## config.mk

```make
export PLATFORM = sky130hd
export DESIGN_NAME = hpm_counter_ctrl
export DESIGN_NICKNAME = d
export VERILOG_FILES = /design/src/rtl/hpm_counter_ctrl_pkg.sv /design/src/rtl/hpm_counter_ctrl_counter.sv /design/src/rtl/hpm_counter_ctrl.sv
export SDC_FILE = /design/constraint.sdc
export NUM_CORES = 2
export LEC_CHECK = 0
export CORE_UTILIZATION = 35
export DETAILED_ROUTE_END_ITERATION = 8
export PLACE_DENSITY_LB_ADDON = 0.3
export REMOVE_ABC_BUFFERS = 1
export SLEW_MARGIN = 5
export SYNTH_ARGS = -nofsm -noshare
export SYNTH_HDL_FRONTEND = slang
export SYNTH_SLANG_ARGS = --single-unit
```

## constraint.sdc

```tcl
create_clock -name clk -period 3.99 [get_ports clk]
set_input_delay 0.798 -clock clk [delete_from_list [all_inputs] [get_ports clk]]
set_output_delay 0.798 -clock clk [all_outputs]
set_load 0.02 [all_outputs]
```

## src/rtl/hpm_counter_ctrl_pkg.sv

```systemverilog
// Shared definitions for the performance-monitor controller: CSR index
// helpers, the latched response record and the CSR handshake states.
package HPMPkg;

    localparam int CSR_DATA_W = 64;

    // Counters occupy the bottom of the CSR index space.
    localparam int CNT_BASE = 0;

    // Event selects follow the counters.
    function automatic int sel_base(input int counter_num);
        return counter_num;
    endfunction

    function automatic int inhibit_idx(input int counter_num);
        return 2 * counter_num;
    endfunction

    function automatic int ovf_idx(input int counter_num);
        return 2 * counter_num + 1;
    endfunction

    // Outcome of an accepted request, held stable while the response waits.
    typedef struct packed {
        logic                  err;
        logic [CSR_DATA_W-1:0] rdata;
    } csr_lat_t;

    typedef enum logic {
        IDLE = 1'b0,
        RESP = 1'b1
    } csr_state_e;

endpackage

```

## src/rtl/hpm_counter_ctrl_counter.sv

```systemverilog
// One programmable counter: count value, event select and sticky overflow.
module hpm_counter
    import HPMPkg::*;
#(
    parameter int COUNTER_WIDTH = 48,
    parameter int SEL_WIDTH     = 6
) (
    input  logic                     clk,
    input  logic                     rst_n,
    input  logic                     inc_i,
    input  logic                     cnt_we_i,
    input  logic [COUNTER_WIDTH-1:0] cnt_wdata_i,
    input  logic                     sel_we_i,
    input  logic [SEL_WIDTH-1:0]     sel_wdata_i,
    input  logic                     clr_ovf_i,
    output logic [COUNTER_WIDTH-1:0] count_o,
    output logic [SEL_WIDTH-1:0]     sel_o,
    output logic                     ovf_o
);

    logic [COUNTER_WIDTH-1:0] cnt_q, cnt_d;
    logic [SEL_WIDTH-1:0]     sel_q, sel_d;
    logic                     ovf_q, ovf_d;
    logic                     wrap;

    // Next-state: a CSR write beats a same-cycle increment; a wrap beats a clear.
    always_comb begin
        // NOTE: every output gets a default first so no path leaves it unassigned (no latch).
        cnt_d = cnt_q;
        sel_d = sel_q;
        wrap  = inc_i && !cnt_we_i && (cnt_q == '1);
        if (cnt_we_i) begin
            cnt_d = cnt_wdata_i;
        end else if (inc_i) begin
            cnt_d = cnt_q + COUNTER_WIDTH'(1);
        end
        if (sel_we_i) begin
            sel_d = sel_wdata_i;
        end
        ovf_d = wrap || (ovf_q && !clr_ovf_i);
    end

    // State registers; selects reset to all-ones so every counter starts disabled.
    always_ff @(posedge clk or negedge rst_n) begin
        // NOTE: sequential state uses non-blocking assignments so all flops update together.
        if (!rst_n) begin
            cnt_q <= '0;
            sel_q <= '1;
            ovf_q <= 1'b0;
        end else begin
            cnt_q <= cnt_d;
            sel_q <= sel_d;
            ovf_q <= ovf_d;
        end
    end

    assign count_o = cnt_q;
    assign sel_o   = sel_q;
    assign ovf_o   = ovf_q;

endmodule

```

## src/rtl/hpm_counter_ctrl.sv

```systemverilog
// Performance-monitor controller: registers the event lines, steers them to
// the counter bank through per-counter selects, and serves a valid/ready CSR
// port with a one-request-at-a-time IDLE/RESP handshake.
module hpm_counter_ctrl
    import HPMPkg::*;
#(
    parameter int EVENT_NUM     = 32,
    parameter int COUNTER_NUM   = 8,
    parameter int COUNTER_WIDTH = 48,
    parameter int ADDR_WIDTH    = $clog2(2 * COUNTER_NUM + 2)
) (
    input  logic                   clk,
    input  logic                   rst,
    input  logic [EVENT_NUM-1:0]   events,
    input  logic                   csr_req_valid,
    output logic                   csr_req_ready,
    input  logic                   csr_req_we,
    input  logic [ADDR_WIDTH-1:0]  csr_req_addr,
    input  logic [CSR_DATA_W-1:0]  csr_req_wdata,
    output logic                   csr_resp_valid,
    input  logic                   csr_resp_ready,
    output logic [CSR_DATA_W-1:0]  csr_resp_rdata,
    output logic                   csr_resp_err,
    output logic [COUNTER_NUM-1:0] overflow
);

    localparam int SEL_WIDTH   = $clog2(EVENT_NUM) + 1;
    localparam int EV_IDX_W    = $clog2(EVENT_NUM);
    localparam int SEL_BASE    = sel_base(COUNTER_NUM);
    localparam int INHIBIT_IDX = inhibit_idx(COUNTER_NUM);
    localparam int OVF_IDX     = ovf_idx(COUNTER_NUM);

    logic [EVENT_NUM-1:0]     ev_q;
    logic [COUNTER_NUM-1:0]   inhibit_q, inhibit_d;
    csr_state_e               state_q, state_d;
    csr_lat_t                 resp_q, resp_d;

    logic [COUNTER_WIDTH-1:0] cnt_val [COUNTER_NUM];
    logic [SEL_WIDTH-1:0]     sel_val [COUNTER_NUM];
    logic [COUNTER_NUM-1:0]   inc, cnt_we, sel_we, ovf_clr, ovf_flags;
    logic                     wr_hs, inhibit_we, addr_hit;
    logic [CSR_DATA_W-1:0]    rd_data;
    logic                     unused_wdata;

    // Only the low bits of write data reach any register.
    assign unused_wdata = ^csr_req_wdata;

    assign wr_hs = csr_req_valid && (state_q == IDLE) && csr_req_we;

    // Event steering: out-of-range selects and inhibited counters never count.
    always_comb begin
        inc = '0;
        for (int i = 0; i < COUNTER_NUM; i++) begin
            if ((sel_val[i] < SEL_WIDTH'(EVENT_NUM)) && !inhibit_q[i]) begin
                inc[i] = ev_q[sel_val[i][EV_IDX_W-1:0]];
            end
        end
    end

    // CSR decode: write strobes plus the read sample taken before this cycle's increments.
    always_comb begin
        cnt_we     = '0;
        sel_we     = '0;
        ovf_clr    = '0;
        inhibit_we = 1'b0;
        addr_hit   = 1'b0;
        rd_data    = '0;
        inhibit_d  = inhibit_q;
        for (int i = 0; i < COUNTER_NUM; i++) begin
            if (csr_req_addr == ADDR_WIDTH'(CNT_BASE + i)) begin
                addr_hit  = 1'b1;
                rd_data   = CSR_DATA_W'(cnt_val[i]);
                cnt_we[i] = wr_hs;
            end
            if (csr_req_addr == ADDR_WIDTH'(SEL_BASE + i)) begin
                addr_hit  = 1'b1;
                rd_data   = CSR_DATA_W'(sel_val[i]);
                sel_we[i] = wr_hs;
            end
        end
        if (csr_req_addr == ADDR_WIDTH'(INHIBIT_IDX)) begin
            addr_hit   = 1'b1;
            rd_data    = CSR_DATA_W'(inhibit_q);
            inhibit_we = wr_hs;
        end
        if (csr_req_addr == ADDR_WIDTH'(OVF_IDX)) begin
            addr_hit = 1'b1;
            rd_data  = CSR_DATA_W'(ovf_flags);
            if (wr_hs) begin
                ovf_clr = csr_req_wdata[COUNTER_NUM-1:0];
            end
        end
        if (inhibit_we) begin
            inhibit_d = csr_req_wdata[COUNTER_NUM-1:0];
        end
    end

    // Handshake FSM: accept in IDLE, hold the latched response in RESP until consumed.
    always_comb begin
        state_d        = state_q;
        resp_d         = resp_q;
        csr_req_ready  = 1'b0;
        csr_resp_valid = 1'b0;
        case (state_q)
            IDLE: begin
                csr_req_ready = 1'b1;
                if (csr_req_valid) begin
                    resp_d.err   = !addr_hit;
                    resp_d.rdata = csr_req_we ? '0 : rd_data;
                    state_d      = RESP;
                end
            end
            RESP: begin
                csr_resp_valid = 1'b1;
                if (csr_resp_ready) begin
                    state_d = IDLE;
                end
            end
            default: state_d = IDLE;
        endcase
    end

    // Control registers: event sample, inhibit mask, FSM state and held response.
    always_ff @(posedge clk or negedge rst) begin
        if (!rst) begin
            ev_q      <= '0;
            inhibit_q <= '0;
            state_q   <= IDLE;
            resp_q    <= '0;
        end else begin
            ev_q      <= events;
            inhibit_q <= inhibit_d;
            state_q   <= state_d;
            resp_q    <= resp_d;
        end
    end

    for (genvar g = 0; g < COUNTER_NUM; g++) begin : g_cnt
        hpm_counter #(
            .COUNTER_WIDTH (COUNTER_WIDTH),
            .SEL_WIDTH     (SEL_WIDTH)
        ) u_cnt (
            .clk         (clk),
            .rst_n       (rst),
            .inc_i       (inc[g]),
            .cnt_we_i    (cnt_we[g]),
            .cnt_wdata_i (csr_req_wdata[COUNTER_WIDTH-1:0]),
            .sel_we_i    (sel_we[g]),
            .sel_wdata_i (csr_req_wdata[SEL_WIDTH-1:0]),
            .clr_ovf_i   (ovf_clr[g]),
            .count_o     (cnt_val[g]),
            .sel_o       (sel_val[g]),
            .ovf_o       (ovf_flags[g])
        );
    end

    assign csr_resp_rdata = resp_q.rdata;
    assign csr_resp_err   = resp_q.err;
    assign overflow       = ovf_flags;

endmodule

```

==> flow_summary.ini <==
[logic_synthesis]
ys.flop_type = dfrtp_1
ys_warn_count = 0
synth-seq-cells = 530
synth_edf_count = 0
yosysSeqAreaShare_pct = 41.1
syn-cell-area_sq_um = 32400
syn-instance-count = 3594
syn_area_per_cell_sq_um = 9.02
synth_cell_types = 83
ys_async_sr_fraction_pct = 100

[timing]
hold_viol = 0
finalSetupViolations = 0
rsz0062_at_grt = false
maxSlewHeadroom_pct = 21.0
slew_violations = 0
fin_crit_sh_pct = 96.7
period_needed_ns = 3.86
tightest_slew_ns = 1.18
fmax_mhz = 259
finClkSkew_ns = 0.0294

[clocking]
numClockSinks = 530
clk_pin_slew_ns = 0.06
cts_root_buf = clkbuf_16
postCtsSetupBuffers = 0
clk_path_buf_depth = 3
cts_tree = done
cts-resized-gates = 0
hold_buffers = 0
cts_made_buffers = 66
cts_max_level = 3
insertion_delay_ns = 0.62

[hold_path]
hold_class = input port to async pin

[setup_path]
critical_path_class = flip-flop to flip-flop
crit_required_ns = 4.47
worstSetupEndpointType = flip-flop
r2r_slack_ns = 0.13
worst-path-max-fanout = 12
arrival_ns = 4.34
cp-start-kind = flip-flop

[global_routing]
top_usage_layer = met2
antenna_found_initial = 1
grtUsageMet3_pct = 3.95
grt_pass1_wl_microns = 184000
gr-total-overflow = 0
grt_util_all_layers_pct = 25.9
use_met1_pct = 36.2
grtUsageMet2_pct = 39.7
grt_pass1_vias = 27700
grt_max_degree = 98

[floorplan]
die_x_microns = 306
start_util_pct = 35.4
die-area_sq_um = 93800
num_io_pins = 181
rows = 111
fp.dieH_microns = 306
core_area_sq_um = 91700

[detailed_routing]
vias = 29200
first_pass_iters = 6
drt_iter0_drc = 2979
drc = 0
drt_wl_total_microns = 122000
vias_per_cell = 5.96
wire_per_inst_microns = 25.0
drtAntennaViolNets = 0

[finish]
syn_to_final_growth_pct = 16.3
fin_nets = 3776
n_antenna_cell = 0
instances_no_fill = 4894
layout-drive-gt1-share_pct = 12.5

[placed_design]
gp_congestion = 0.969
dp.cells = 4780
post-dp-hpwl_microns = 88500
port-buffer-count = 148

[power]
p_per_area_nw_per_um2 = 514
vdd_ir_drop_max_uv = 367
total_power_mw = 19.4
p_leak_nw = 13.9

[run_status]
status = finished clean

[flow_run]
drv_cap = 0
[flip-flops by register name, summed over array words and instances, names as in the netlist]
name and flops:
g_cnt.u_cnt.count_o 384, csr_resp_rdata 48, csr_resp_err 1, g_cnt.u_cnt.ovf_o 8
state_q 1, ev_q 32, g_cnt.u_cnt.sel_o 48, inhibit_q 8
[per-layer routing]
layer | wire [microns] | share of wire [%]
met1 | 53400 | 44
met3 | 8920 | 7.3
met4 | 5530 | 4.5
met2 | 54400 | 45
met5 | 0 | 0
[power breakdown]
group,internal [mW],switching (mW)
Sequential,6.61,1.88
Combinational,2.11,2.79
Clock,3.48,2.48
Total,12.2,7.15
[cell type report]
| class | instances | area (sq um) |
|---|---|---|
| fillers | 9023 | 54000 |
| multi-input cells | 2722 | 17800 |
| flip-flops and latches | 530 | 13300 |
| repair buffers | 278 | 2760 |
| clock buffers | 97 | 1920 |
| well taps | 1186 | 1480 |
| inverters | 64 | 240 |
| clock inverters | 17 | 184 |
[path summary, 6_finish.rpt]
check / cells after the start / to / start
max: 8 / g_cnt[1].u_cnt.count_o[41] / g_cnt[1].u_cnt.sel_o[0]
min reg2reg: 2 / csr_resp_rdata[8] / csr_resp_rdata[8]
max reg2reg: 8 / g_cnt[1].u_cnt.count_o[41] / g_cnt[1].u_cnt.sel_o[0]
min in group clk: 2 / csr_resp_rdata[8] / csr_resp_rdata[8]
max in group asynchronous: 2 / g_cnt[0].u_cnt.count_o[6] / rst
min: 1 / g_cnt[7].u_cnt.count_o[43] / rst
[cell families (layout without fill, tap and decap cells)]
family / count (synthesis) / count (layout) / synth area share, %
compound gates: 798 / 798 / 15.8
xor+xnor: 326 / 326 / 8.81
fa+ha+maj: 8 / 8 / 0.309
buf+inv: 357 / 456 / 4.73
flops: 530 / 530 / 41.1
mux: 161 / 161 / 7.54
other cells: 1 / 16 / 0.0116
simple gates: 1413 / 1413 / 21.7
[metrics by stage]
stage / setup slack, ns / TNS, ns / utilization (%) / hold WS [ns] / instance area [sq um]
after detailed placement: 0.278 / 0 / 38.8 / 0.476 / 35600
after global placement: 0.261 / 0 / 38.8 / 0.469 / 35600
after floorplan: -3.01 / -453.38 / - / 0.496 / 31200
final: 0.130 / 0 / 41.1 / 0.237 / 37700
after global routing: 0.0845 / 0 / 41.1 / 0.291 / 37700
after CTS: 0.239 / 0 / 41.1 / 0.283 / 37700
[synth_stat cells (17+ instances only)]
| cell type | n | area (sq um) |
|---|---|---|
| mux2i_1 | 36 | 360 |
| a22oi_1 | 92 | 691 |
| and2_1 | 25 | 156 |
| buf_1 | 46 | 173 |
| a221oi_1 | 47 | 412 |
| nor2_1 | 389 | 1460 |
| inv_1 | 63 | 236 |
| buf_4 | 30 | 225 |
| dfstp_2 | 48 | 1260 |
| nand2_1 | 340 | 1280 |
| mux4_2 | 52 | 1170 |
| and3_1 | 65 | 407 |
| mux2_2 | 67 | 754 |
| nor4_1 | 49 | 307 |
| clkbuf_1 | 184 | 691 |
| nand3_1 | 163 | 816 |
| nand2b_1 | 17 | 106 |
| a22o_1 | 73 | 639 |
| and4_1 | 31 | 272 |
| nor3_1 | 88 | 440 |
| xnor2_1 | 185 | 1620 |
| a31oi_1 | 49 | 307 |
| a21oi_1 | 244 | 1220 |
| nand4_1 | 102 | 638 |
| or3_1 | 42 | 263 |
| buf_2 | 18 | 90.1 |
| xor2_1 | 141 | 1230 |
| o21ai_0 | 179 | 896 |
| dfrtp_1 | 482 | 12100 |
[layout by cell type, fill, tap and decap left out, drive strengths merged, types with 47 or more instances in the layout]
| master | synthesis | layout |
|---|---|---|
| nand3 | 163 | 163 |
| o21ai | 180 | 180 |
| nor3 | 99 | 99 |
| clkdlybuf4s50 | 0 | 147 |
| clkbuf | 193 | 97 |
| a22o | 73 | 73 |
| nor2 | 389 | 389 |
| xnor2 | 185 | 185 |
| and3 | 65 | 65 |
| xor2 | 141 | 141 |
| buf | 100 | 131 |
| inv | 63 | 66 |
| a31oi | 49 | 49 |
| dfrtp | 482 | 482 |
| mux2 | 67 | 67 |
| a21oi | 244 | 244 |
| dfstp | 48 | 48 |
| mux4 | 58 | 58 |
| nand4 | 105 | 105 |
| a221oi | 47 | 47 |
| nor4 | 61 | 61 |
| a22oi | 92 | 92 |
| nand2 | 340 | 340 |
[critical path, cell delays in order (launching register included)]
cell      delay (ns)
dfstp_2         0.74
mux4_2          0.28
mux2i_1         0.09
a311oi_1        0.53
nand4_1         0.98
buf_4           0.57
nor3_1          0.29
xnor2_1         0.16
a21oi_1         0.08
Power figures use the tool's default switching activity.
